**src/rtl/div_sequencer.sv**
```systemverilog
// div_sequencer: multi-cycle DIV/DIVU sequencer for the execute stage.
// Latches operands when a divide reaches E, runs a restoring shift-subtract
// divide (one quotient bit per cycle), and holds the pipeline via stall_div
// until the {HI = remainder, LO = quotient} result register is loaded.
module div_sequencer #(
  parameter int unsigned WIDTH = 32
) (
  input  logic               clk,
  input  logic               rst,
  input  logic               start,
  input  logic               signed_div,
  input  logic               annul,
  input  logic [WIDTH-1:0]   opa,
  input  logic [WIDTH-1:0]   opb,
  output logic               stall_div,
  output logic               ready,
  output logic [2*WIDTH-1:0] result
);

  localparam int unsigned CNT_W = $clog2(WIDTH);

  localparam logic [1:0] S_IDLE = 2'd0;
  localparam logic [1:0] S_BUSY = 2'd1;
  localparam logic [1:0] S_ZERO = 2'd2;
  localparam logic [1:0] S_DONE = 2'd3;

  logic [1:0]         state_q,  state_d;
  logic [CNT_W-1:0]   cnt_q,    cnt_d;
  logic [WIDTH-1:0]   rem_q,    rem_d;
  logic [WIDTH-1:0]   quo_q,    quo_d;
  logic [WIDTH-1:0]   dvs_q,    dvs_d;
  logic               qneg_q,   qneg_d;
  logic               rneg_q,   rneg_d;
  logic               ready_q,  ready_d;
  logic [2*WIDTH-1:0] result_q, result_d;

  logic [WIDTH-1:0]   opa_abs;
  logic [WIDTH-1:0]   opb_abs;
  logic [WIDTH:0]     shifted;
  logic [WIDTH:0]     trial;
  logic [WIDTH-1:0]   rem_next;
  logic [WIDTH-1:0]   quo_next;
  logic [WIDTH-1:0]   rem_fix;
  logic [WIDTH-1:0]   quo_fix;

  // Operand magnitudes; -2^(WIDTH-1) maps to itself, which is the correct unsigned magnitude.
  always_comb begin
    opa_abs = (signed_div && opa[WIDTH-1]) ? (~opa + WIDTH'(1)) : opa;
    opb_abs = (signed_div && opb[WIDTH-1]) ? (~opb + WIDTH'(1)) : opb;
  end

  // One restoring iteration: shift {rem, dividend} left, trial-subtract, keep or restore.
  always_comb begin
    shifted  = {rem_q, quo_q[WIDTH-1]};
    trial    = shifted - {1'b0, dvs_q};
    rem_next = trial[WIDTH] ? shifted[WIDTH-1:0] : trial[WIDTH-1:0];
    quo_next = {quo_q[WIDTH-2:0], ~trial[WIDTH]};
    rem_fix  = rneg_q ? (~rem_next + WIDTH'(1)) : rem_next;
    quo_fix  = qneg_q ? (~quo_next + WIDTH'(1)) : quo_next;
  end

  // Next-state and datapath control; annul overrides everything and leaves result intact.
  always_comb begin
    state_d  = state_q;
    cnt_d    = cnt_q;
    rem_d    = rem_q;
    quo_d    = quo_q;
    dvs_d    = dvs_q;
    qneg_d   = qneg_q;
    rneg_d   = rneg_q;
    ready_d  = 1'b0;
    result_d = result_q;

    case (state_q)
      S_IDLE: begin
        if (start) begin
          if (opb == '0) begin
            // Raw dividend is kept for the divide-by-zero result.
            quo_d   = opa;
            state_d = S_ZERO;
          end else begin
            rem_d   = '0;
            quo_d   = opa_abs;
            dvs_d   = opb_abs;
            qneg_d  = (opa[WIDTH-1] ^ opb[WIDTH-1]) & signed_div;
            rneg_d  = opa[WIDTH-1] & signed_div;
            cnt_d   = '0;
            state_d = S_BUSY;
          end
        end
      end
      S_BUSY: begin
        rem_d = rem_next;
        quo_d = quo_next;
        cnt_d = cnt_q + CNT_W'(1);
        if (cnt_q == CNT_W'(WIDTH - 1)) begin
          result_d = {rem_fix, quo_fix};
          ready_d  = 1'b1;
          state_d  = S_DONE;
        end
      end
      S_ZERO: begin
        result_d = {quo_q, {WIDTH{1'b1}}};
        ready_d  = 1'b1;
        state_d  = S_DONE;
      end
      S_DONE: begin
        state_d = S_IDLE;
      end
      default: begin
        state_d = S_IDLE;
      end
    endcase

    if (annul) begin
      state_d  = S_IDLE;
      ready_d  = 1'b0;
      result_d = result_q;
    end
  end

  // State and datapath registers.
  always_ff @(posedge clk or negedge rst) begin
    if (!rst) begin
      state_q  <= S_IDLE;
      cnt_q    <= '0;
      rem_q    <= '0;
      quo_q    <= '0;
      dvs_q    <= '0;
      qneg_q   <= 1'b0;
      rneg_q   <= 1'b0;
      ready_q  <= 1'b0;
      result_q <= '0;
    end else begin
      state_q  <= state_d;
      cnt_q    <= cnt_d;
      rem_q    <= rem_d;
      quo_q    <= quo_d;
      dvs_q    <= dvs_d;
      qneg_q   <= qneg_d;
      rneg_q   <= rneg_d;
      ready_q  <= ready_d;
      result_q <= result_d;
    end
  end

  // Stall request is combinational so the hazard unit sees it in the cycle start arrives.
  always_comb begin
    stall_div = ~annul & (((state_q == S_IDLE) & start) |
                          (state_q == S_BUSY) |
                          (state_q == S_ZERO));
  end

  assign ready  = ready_q;
  assign result = result_q;

endmodule

```
**config.mk**
```make
export PLATFORM = sky130hd
export DESIGN_NAME = div_sequencer
export DESIGN_NICKNAME = d
export VERILOG_FILES = /design/src/rtl/div_sequencer.sv
export SDC_FILE = /design/constraint.sdc
export NUM_CORES = 1
export LEC_CHECK = 0
export ABC_AREA = 0
export BUFFER_PORTS_ARGS = -buffer_cell sky130_fd_sc_hd__buf_2
export CAP_MARGIN = 0
export CORE_UTILIZATION = 50
export CTS_BUF_LIST = sky130_fd_sc_hd__clkbuf_4
export CTS_CLUSTER_SIZE = 20
export DETAILED_ROUTE_END_ITERATION = 8
export HOLD_SLACK_MARGIN = 0.15
export PLACE_DENSITY = 0.72
export SLEW_MARGIN = 20
export SYNTH_ARGS = -nofsm -noshare
export SYNTH_HDL_FRONTEND = slang
export SYNTH_SLANG_ARGS = --single-unit
```
**constraint.sdc**
```tcl
create_clock -name clk -period 5.52 [get_ports clk]
set_clock_uncertainty 0.05 [all_clocks]
set_input_delay 1.656 -clock clk [delete_from_list [all_inputs] [get_ports clk]]
set_output_delay 1.656 -clock clk [all_outputs]
set_load 0.1 [all_outputs]
```
Word level (Yosys, flattened, before mapping)
Index checks and enable logic that the tools add are counted.

Eq/ne operators: 9. Reductions and logical operators: 11. Add/subtract/negate cells: 6. Muxes and demuxes: 24. Bitwise logic cells: 14.

Operators with widths (count): $mux 32 (9); $add 32x1->32 const B (4); $not 32->32 (4); $pmux 32 s2 (2); $pmux 64 s2 (1); $mux 64 (1); $sub 33x32->33 (1); $logic_not 32->1 (1); $mux 5 (2); $pmux 5 s2 (1); $reduce_and 3->1 (3); $mux 2 (4); $pmux 2 s4 (1); $ne 2x2->1 const B (3); $ne 3x3->1 const B (2); $add 5x1->5 const B (1); $eq 5x5->1 const B (1); $and 1x1->1 (4); $eq 2x2->1 const B (2); $reduce_and 2->1 (2); $reduce_bool 2->1 (2); $not 1->1 (3); $eq 2x1->1 const B (1); $logic_and 1x1->1 (2); other kinds (5) (7).

Input bits: 69. Word-level logic and storage cells: 73. Register bits after elaboration: 170. Output and inout bits: 66.

Logic depth before layout (Yosys ltp)
Gate-level depths: netlist of the first run.

Depth after elaboration: 7. Mapped depth: 24. Depth with buffers taken out: 22.

Worst setup path after synthesis of the first run
No wires, ideal clock.

Path kind: flip-flop to flip-flop. Start: register quo_q[31]. End: register result_q[60], in the netlist result[60]. Slack: 0.760 ns. Data required time: 5.342 ns. Library setup time: 0.128 ns. Arrival time: 4.582 ns. Stages on the path, launching flop included: 24. Path buffers: 2. Clock period less this slack: 4.760 ns. Cell sequence: dfrtp_1 -> inv_1 -> ha_1 -> inv_1 -> fa_1 -> a211oi_4 -> o211ai_2 -> a21oi_4 -> a211oi_2 -> nor4_2 -> nor2_8 -> inv_2 -> buf_4 -> buf_2 -> mux2i_1 -> ha_1 -> and3b_1 -> nand3_1 -> a21oi_1 -> a41oi_1 -> or3_4 -> o31a_1 -> mux2i_1 -> nand3_1.

Longest elaborated chain between the ends: 7.

RTL lines: from (decl) (RTL line 30) `logic [WIDTH-1:0] quo_q, quo_d;`; from (signal assigned) (RTL line 138) `quo_q <= quo_d;`; $sub 33x32->33 (RTL line 55) `trial = shifted - {1'b0, dvs_q};`; $mux 32 (*) (RTL line 56) `rem_next = trial[WIDTH] ? shifted[WIDTH-1:0] : trial[WIDTH-1:0];`; $not 32->32 (RTL line 58) `rem_fix = rneg_q ? (~rem_next + WIDTH'(1)) : rem_next;`; $add 32x1->32 (RTL line 58); $mux 32 (*) (RTL line 58); $mux 64 (*) (RTL line 96) `if (cnt_q == CNT_W'(WIDTH - 1)) begin`; $pmux 64 s2 (*) (RTL line 74) `case (state_q)`; to (signal assigned) (RTL line 143) `result_q <= result_d;`; to (decl) (RTL line 35) `logic [2*WIDTH-1:0] result_q, result_d;`.

Mark *: on every way between the ends. The rest lies on a longest branch, timed or not. The select of a mux whose other input is x is not followed. A chain may end at the register's enable or synchronous reset.

Worst setup path in the final report of the first run
Ends and elaborated chain as after synthesis.

==> metrics.txt, run 1 <==
# TYPE chip_impl_metric gauge
chip_impl_info{name="outcome",value="finished clean"} 1
chip_impl_info{name="post_synth_main_area_contributors",value="dfrtp_1 (34%), o21ai_0 (7.5%), nand2_1 (5.9%)"} 1
chip_impl_metric{name="synth_fp_nets",unit=""} 1608
chip_impl_metric{name="grt_usage",unit="%"} 27.7
chip_impl_metric{name="total_leakage_power",unit="uW"} 0.00597
chip_impl_metric{name="syn2layout_area_growth",unit="%"} 9.98
chip_impl_info{name="cts_tree",value="built"} 1
chip_impl_info{name="worstSetupEndpointType",value="flop"} 1
chip_impl_metric{name="max_slew.worst_pin.slew",unit="ps"} 969
chip_impl_info{name="crit_chain",value="inv_1 > ha_1 > inv_1 > fa_1 > a211oi_4 > o211ai_2 > a21oi_4 > a211oi_2 > o31a_2 > nor2_8 > inv_2 > mux2i_1 > ha_1 > and3b_1 > nand3_1 > a21oi_1 > a41oi_1 > or3_4 > o31a_1 > mux2i_1 > nand3_1"} 1
chip_impl_metric{name="netlist_area",unit="um2"} 12400
chip_impl_metric{name="timing_max_transition_violations_final",unit=""} 0
chip_impl_metric{name="hold_viol_final",unit=""} 0
chip_impl_metric{name="grt_start_max_net_pins",unit=""} 104
chip_impl_metric{name="post-dp-hpwl",unit="um"} 26300
chip_impl_metric{name="grt_first_pass_wirelength",unit="um"} 56400
chip_impl_metric{name="slew_headroom",unit="%"} 35.4
chip_impl_metric{name="drt_first_pass_iters",unit=""} 7
chip_impl_metric{name="num-fill-cells",unit=""} 2340
chip_impl_metric{name="post_synth.cell_area_avg",unit="um2"} 8.27
chip_impl_metric{name="synth.yosys.warnings",unit=""} 0
chip_impl_info{name="startpoint_type",value="flop"} 1
chip_impl_metric{name="final-instance-count-excl-fill",unit=""} 1927
chip_impl_info{name="topRoutingLayerUsed",value="met4"} 1
chip_impl_metric{name="met1Wirelength",unit="um"} 16700
chip_impl_info{name="grt_setup_unrepaired",value="no"} 1
chip_impl_info{name="yosys.cell_count.top_type",value="nand2_1"} 1
chip_impl_metric{name="timing.critical_path.fanout_max",unit=""} 9
chip_impl_info{name="timing.critical_path.max_delay_family",value="compound AO/OA/AOI/OAI gates"} 1
chip_impl_metric{name="critical_path.n_buffers_inverters",unit=""} 3
chip_impl_metric{name="multi_input_area",unit="um2"} 7620
chip_impl_metric{name="initialDrtViolationCount",unit=""} 929
chip_impl_info{name="ys_dominant_reg_cell",value="dfrtp_1"} 1
chip_impl_metric{name="total_of_flip_flops_plus_latches_after_synthesis",unit=""} 170
chip_impl_info{name="synth_top_cell_by_area",value="dfrtp_1"} 1
chip_impl_info{name="clock_tree.root_cell",value="clkbuf_4"} 1
chip_impl_metric{name="layout.nets",unit=""} 1700
chip_impl_metric{name="avgRoutedWirePerCell",unit="um"} 18.1
chip_impl_metric{name="synthCells",unit=""} 1497
chip_impl_metric{name="post-route-min-period",unit="ps"} 4870
chip_impl_metric{name="worst_setup_hold_path_clk_slew",unit="ps"} 170
chip_impl_info{name="slowest_stage",value="fa_1"} 1
chip_impl_metric{name="initial_core_util",unit="%"} 50.9
chip_impl_metric{name="die_area",unit="um2"} 25400
chip_impl_metric{name="drv.max_cap_violation_count",unit=""} 0
chip_impl_metric{name="clock_sinks",unit=""} 170
chip_impl_metric{name="final_min_period_over_clock_period",unit="%"} 88.3
chip_impl_metric{name="final.setup.tns",unit="ps"} 0
chip_impl_metric{name="clock_path_buffers",unit=""} 2
chip_impl_metric{name="clock.fmax",unit="GHz"} 0.205
chip_impl_metric{name="core.rowCount",unit=""} 57
chip_impl_metric{name="chipHeight",unit="um"} 159
chip_impl_metric{name="die_width",unit="um"} 159
chip_impl_metric{name="ant_nets_after_route",unit=""} 0
chip_impl_metric{name="place.port_buffers",unit=""} 134
chip_impl_metric{name="vias",unit=""} 11300
chip_impl_metric{name="report.power.total",unit="uW"} 7560
chip_impl_metric{name="synth_top_area_share",unit="%"} 34.4
chip_impl_metric{name="post_cts.resized_instances",unit=""} 0
chip_impl_metric{name="antenna_found_initial",unit=""} 1
chip_impl_metric{name="post-cts-setup-buffers",unit=""} 0
chip_impl_metric{name="peakVddDrop",unit="uV"} 558
chip_impl_metric{name="grt.overflow.total",unit=""} 0
chip_impl_metric{name="critical-path-max-stage-delay",unit="ps"} 450
chip_impl_metric{name="detail_route.wirelength",unit="um"} 34900
chip_impl_metric{name="total_core_area",unit="um2"} 24300
chip_impl_metric{name="met3_length",unit="um"} 1960
chip_impl_info{name="synth.top_cells.by_count",value="nand2_1 (193), o21ai_0 (185), dfrtp_1 (170), a21oi_1 (118), nor2_1 (109)"} 1
chip_impl_metric{name="detail_route.drc_violations",unit=""} 0
chip_impl_metric{name="io-pin-count",unit=""} 135
chip_impl_info{name="path_class",value="reg -> reg"} 1
chip_impl_metric{name="placed_cells_incl_taps",unit=""} 1894
chip_impl_metric{name="clkLatencyLatePin",unit="ps"} 600
chip_impl_metric{name="met2RoutedLength",unit="um"} 15600
chip_impl_metric{name="synthArstFlopShare",unit="%"} 100
chip_impl_metric{name="cts_htree_levels",unit=""} 4
chip_impl_metric{name="required",unit="ps"} 5950
chip_impl_metric{name="first_global_vias",unit=""} 10700
chip_impl_metric{name="power.density_cell_area",unit="nW/um2"} 556
chip_impl_info{name="min_path_type",value="reg -> reg"} 1
chip_impl_metric{name="hold_worst_slack",unit="ps"} 445
chip_impl_metric{name="post_synth_num_cell_types",unit=""} 85
chip_impl_metric{name="timing.critical_path.arrival",unit="ps"} 5310
chip_impl_metric{name="drt-vias-per-instance",unit=""} 5.85
chip_impl_metric{name="post_route_cells_drive_above_1_share",unit="%"} 14.6
chip_impl_metric{name="cts_buffers",unit=""} 17
chip_impl_metric{name="synth-edff-count",unit=""} 0
chip_impl_metric{name="final_core_utilization",unit="%"} 56.0
chip_impl_metric{name="synth_sequential_area_ratio",unit="%"} 34.4
chip_impl_metric{name="setup_viol_count_final",unit=""} 0
chip_impl_metric{name="register_area",unit="um2"} 4250
chip_impl_metric{name="globalplace.congestion",unit=""} 0.948
chip_impl_metric{name="hold_buffers",unit=""} 0
## worst reg2reg max path, stage by stage, from the launching register on
cell,delay [ps]
dfrtp_1,440
inv_1,90
ha_1,160
inv_1,50
fa_1,450
a211oi_4,300
o211ai_2,160
a21oi_4,210
a211oi_2,130
o31a_2,400
nor2_8,130
inv_2,90
mux2i_1,280
ha_1,300
and3b_1,210
nand3_1,70
a21oi_1,150
a41oi_1,110
or3_4,440
o31a_1,300
mux2i_1,160
nand3_1,90
## metrics by stage
step	instance area, um2	setup slack [ps]
CTS	13600	725
detailed placement	13300	724
floorplan	12400	760
global placement	13300	792
finish	13600	645
global route	13600	342
## flip-flops by register name, indices dropped and copies added, names as in the netlist
signal / flops
result: 64
dvs_q: 32
cnt_q: 5
state_q: 2
qneg_q: 1
ready: 1
quo_q: 32
rneg_q: 1
rem_q: 32
## placed cells by master (no fill, tap or decap), drive strengths merged, types with 25 or more instances in the layout
cell	synthesis	layout
o31ai	25	25
dfrtp	170	170
nor3	25	25
nand2	194	194
xnor2	66	66
xor2	68	68
buf	18	152
o21ai	193	193
a21oi	121	121
ha	41	41
inv	58	66
nor2	111	111
mux2i	70	70
## layer usage
| layer | track usage, % | up-vias |
|---|---|---|
| li1 | - | 5518 |
| met1 | 39.6 | 5332 |
| met2 | 43.7 | 381 |
| met3 | 4.32 | 35 |
| met4 | 7.52 | 0 |
| met5 | 0 | - |
## final cells by class
type / instances / area share [%]
Timing Repair Buffer: 152 / 6.15
Sequential cell: 170 / 31.2
Multi-Input combinational cell: 1190 / 56.0
Antenna cell: 1 / 0.0184
Inverter: 58 / 1.60
Clock inverter: 15 / 1.10
Clock buffer: 17 / 0.937
Tap cell: 324 / 2.98
## power by group
group	internal, uW	total, uW	switching, uW
Clock	204	743	539
Combinational	1210	4670	3460
Sequential	1700	2150	449
Total	3110	7560	4450
## path summary, 6_finish.rpt
path | cells past startpoint | from | end | slack (ps)
min in group asynchronous | 1 | rst | result[43] | 1120
max | 21 | quo_q[31] | result[60] | 650
min reg2reg | 2 | result[31] | result[31] | 450
min | 2 | result[31] | result[31] | 450
max in group asynchronous | 2 | rst | dvs_q[29] | 3330
max reg2reg | 21 | quo_q[31] | result[60] | 650
## kinds of logic after synthesis
group                    Yosys count  share of synthesized area, %
XOR/XNOR                         134                          9.48
adder cells (fa/ha/maj)           42                          4.31
multiplexers                      73                          5.93
AO/OA/AOI/OAI                    460                          23.0
flip-flops                       170                          34.4
buffers and inverters            137                          4.36
AND/OR/NAND/NOR                  481                          18.6
Power figures use the tool's default switching activity.
==> inputs of run 2 (changes only) <==
PLACE_DENSITY = 0.79   (was 0.72)
==> run 2 against run 1 <==
  * Clock-buffer cell count unchanged
  * Largest cell class unchanged
  * Cell area rose by 0.13%
  * Largest power group unchanged
  * Clock power down 2%
  * Final cell count grew 0.10%
  * Combinational power decreased by 0.9%
==> metrics.txt, run 2 (synthesized netlist as in run 1, its figures left out) <==
# TYPE chip_impl_metric gauge
chip_impl_info{name="outcome",value="finished clean"} 1
chip_impl_metric{name="hold_buffers",unit=""} 0
chip_impl_metric{name="grt_start_max_net_pins",unit=""} 108
chip_impl_metric{name="initial_core_util",unit="%"} 50.9
chip_impl_info{name="layout_common_cells",value="nand2_1 (193), o21ai_0 (184), dfrtp_1 (170), buf_2 (133), a21oi_1 (116)"} 1
chip_impl_metric{name="max_slew.worst_pin.slew",unit="ps"} 1040
chip_impl_metric{name="drt-vias-per-instance",unit=""} 5.98
chip_impl_metric{name="post_cts.resized_instances",unit=""} 0
chip_impl_metric{name="syn2layout_area_growth",unit="%"} 10.1
chip_impl_metric{name="detail_route.drc_violations",unit=""} 0
chip_impl_metric{name="drt_first_pass_iters",unit=""} 6
chip_impl_metric{name="total_leakage_power",unit="uW"} 0.00598
chip_impl_info{name="gr-max-usage-layer",value="met2"} 1
chip_impl_metric{name="drv.max_cap_violation_count",unit=""} 0
chip_impl_metric{name="chipHeight",unit="um"} 159
chip_impl_metric{name="timing.critical_path.arrival",unit="ps"} 5310
chip_impl_metric{name="slew_headroom",unit="%"} 30.5
chip_impl_metric{name="hold_viol_final",unit=""} 0
chip_impl_metric{name="reg2reg_setup_slack",unit="ps"} 660
chip_impl_info{name="path_class",value="reg -> reg"} 1
chip_impl_metric{name="met3_usage",unit="%"} 2.87
chip_impl_info{name="clock_tree.root_cell",value="clkbuf_4"} 1
chip_impl_metric{name="setup_viol_count_final",unit=""} 0
chip_impl_metric{name="place.port_buffers",unit=""} 134
chip_impl_metric{name="layout.nets",unit=""} 1702
chip_impl_metric{name="clkLatencyLatePin",unit="ps"} 630
chip_impl_metric{name="setup_slack",unit="ps"} 665
chip_impl_metric{name="multi_input_area",unit="um2"} 7620
chip_impl_metric{name="grt_usage",unit="%"} 28.0
chip_impl_metric{name="clock_path_buffers",unit=""} 2
chip_impl_info{name="worstSetupEndpointType",value="flop"} 1
chip_impl_metric{name="required",unit="ps"} 5970
chip_impl_metric{name="vias",unit=""} 11500
chip_impl_metric{name="peakVddDrop",unit="uV"} 679
chip_impl_metric{name="initialDrtViolationCount",unit=""} 1148
chip_impl_metric{name="place_worst_setup_slack",unit="ps"} 600
chip_impl_metric{name="io-pin-count",unit=""} 135
chip_impl_metric{name="ant_nets_after_route",unit=""} 0
chip_impl_metric{name="cts_htree_levels",unit=""} 4
chip_impl_metric{name="first_global_vias",unit=""} 10800
chip_impl_metric{name="timing_max_transition_violations_final",unit=""} 0
chip_impl_metric{name="hold_worst_slack",unit="ps"} 445
chip_impl_metric{name="globalplace.congestion",unit=""} 0.975
chip_impl_metric{name="largest_register_ffs",unit=""} 64
chip_impl_info{name="startpoint_type",value="flop"} 1
chip_impl_metric{name="antenna_found_initial",unit=""} 1
chip_impl_metric{name="num-fill-cells",unit=""} 2237
chip_impl_info{name="cts_tree",value="built"} 1
chip_impl_metric{name="die_width",unit="um"} 159
chip_impl_metric{name="clock.fmax",unit="GHz"} 0.206
chip_impl_metric{name="final_min_period_over_clock_period",unit="%"} 88.0
chip_impl_metric{name="post-dp-hpwl",unit="um"} 26600
chip_impl_metric{name="post-route-min-period",unit="ps"} 4860
chip_impl_metric{name="power.density_cell_area",unit="nW/um2"} 553
chip_impl_metric{name="post_route_cells_drive_above_1_share",unit="%"} 14.7
chip_impl_metric{name="detail_route.wirelength",unit="um"} 35000
chip_impl_metric{name="total_core_area",unit="um2"} 24300
chip_impl_metric{name="register_area",unit="um2"} 4250
chip_impl_metric{name="final_core_utilization",unit="%"} 56.1
chip_impl_metric{name="post-cts-setup-buffers",unit=""} 0
chip_impl_metric{name="final.setup.tns",unit="ps"} 0
chip_impl_metric{name="core.rowCount",unit=""} 57
chip_impl_metric{name="timing.critical_path.fanout_max",unit=""} 7
chip_impl_metric{name="grt.met2_usage",unit="%"} 45.0
chip_impl_info{name="grt_setup_unrepaired",value="no"} 1
chip_impl_metric{name="grt.overflow.total",unit=""} 0
chip_impl_metric{name="avgRoutedWirePerCell",unit="um"} 18.2
chip_impl_metric{name="grt_use_met1",unit="%"} 39.2
chip_impl_info{name="min_path_type",value="reg -> reg"} 1
chip_impl_metric{name="clock_sinks",unit=""} 170
chip_impl_metric{name="die_area",unit="um2"} 25400
chip_impl_metric{name="grt_first_pass_wirelength",unit="um"} 57000
chip_impl_info{name="layout.cells.most_common",value="nand2_1"} 1
chip_impl_metric{name="worst_setup_hold_path_clk_slew",unit="ps"} 160
chip_impl_metric{name="cts_buffers",unit=""} 17
## run 2: changes by cell type in the layout (fill, tap and decap cells not counted), sizes merged
cell / delta
clkinvlp: +1
inv: -1
buf: +2
## run 2: path summary, 6_finish.rpt
| kind | cells after the start | endpoint | from |
|---|---|---|---|
| max in group asynchronous | 2 | dvs_q[21] | rst |
| setup reg to reg | 21 | result[60] | quo_q[31] |
| hold reg to reg | 2 | result[47] | result[47] |
| min in group asynchronous | 1 | result[39] | rst |
| hold / removal | 2 | result[47] | result[47] |
| setup / recovery | 21 | result[60] | quo_q[31] |
## run 2: per-layer routing
| metal | wire, um | vias up |
|---|---|---|
| met1 | 16200 | 5528 |
| met2 | 16100 | 431 |
| met3 | 1830 | 60 |
| met5 | 0 | - |
| met4 | 950 | 0 |
| li1 | - | 5521 |
## run 2: metrics by stage
step	total power [uW]	cell area, um2	std cells
finish	7540	13600	1929
detailed placement	6800	13300	1896
global route	8000	13600	1929
CTS	7520	13600	1928
global placement	6730	13300	1896
floorplan	5770	12400	1497
## run 2: layout make-up
| cell class | instances | area share [%] |
|---|---|---|
| Clock inverter | 15 | 1.12 |
| Multi-Input combinational cell | 1190 | 55.9 |
| Antenna cell | 1 | 0.0184 |
| Inverter | 58 | 1.60 |
| Clock buffer | 17 | 0.936 |
| Timing Repair Buffer | 154 | 6.25 |
| Sequential cell | 170 | 31.2 |
| Tap cell | 324 | 2.97 |
## run 2: report_power, final
group | internal, uW | switching, uW | total, uW
Clock | 203 | 528 | 731
Sequential | 1700 | 478 | 2180
Combinational | 1210 | 3420 | 4630
Total | 3110 | 4430 | 7540
## run 2: critical path, cell delays in order, from the launching register on
cell      delay [ps]
dfrtp_1          440
inv_1             80
ha_1             170
inv_1             60
fa_1             450
a211oi_4         300
o211ai_2         160
a21oi_4          220
a211oi_2         130
o31a_2           390
nor2_8           130
inv_2             90
mux2i_1          270
ha_1             290
and3b_1          200
nand3_1           70
a21oi_1          130
a41oi_1          100
or3_4            450
o31a_1           300
mux2i_1          150
nand3_1           90
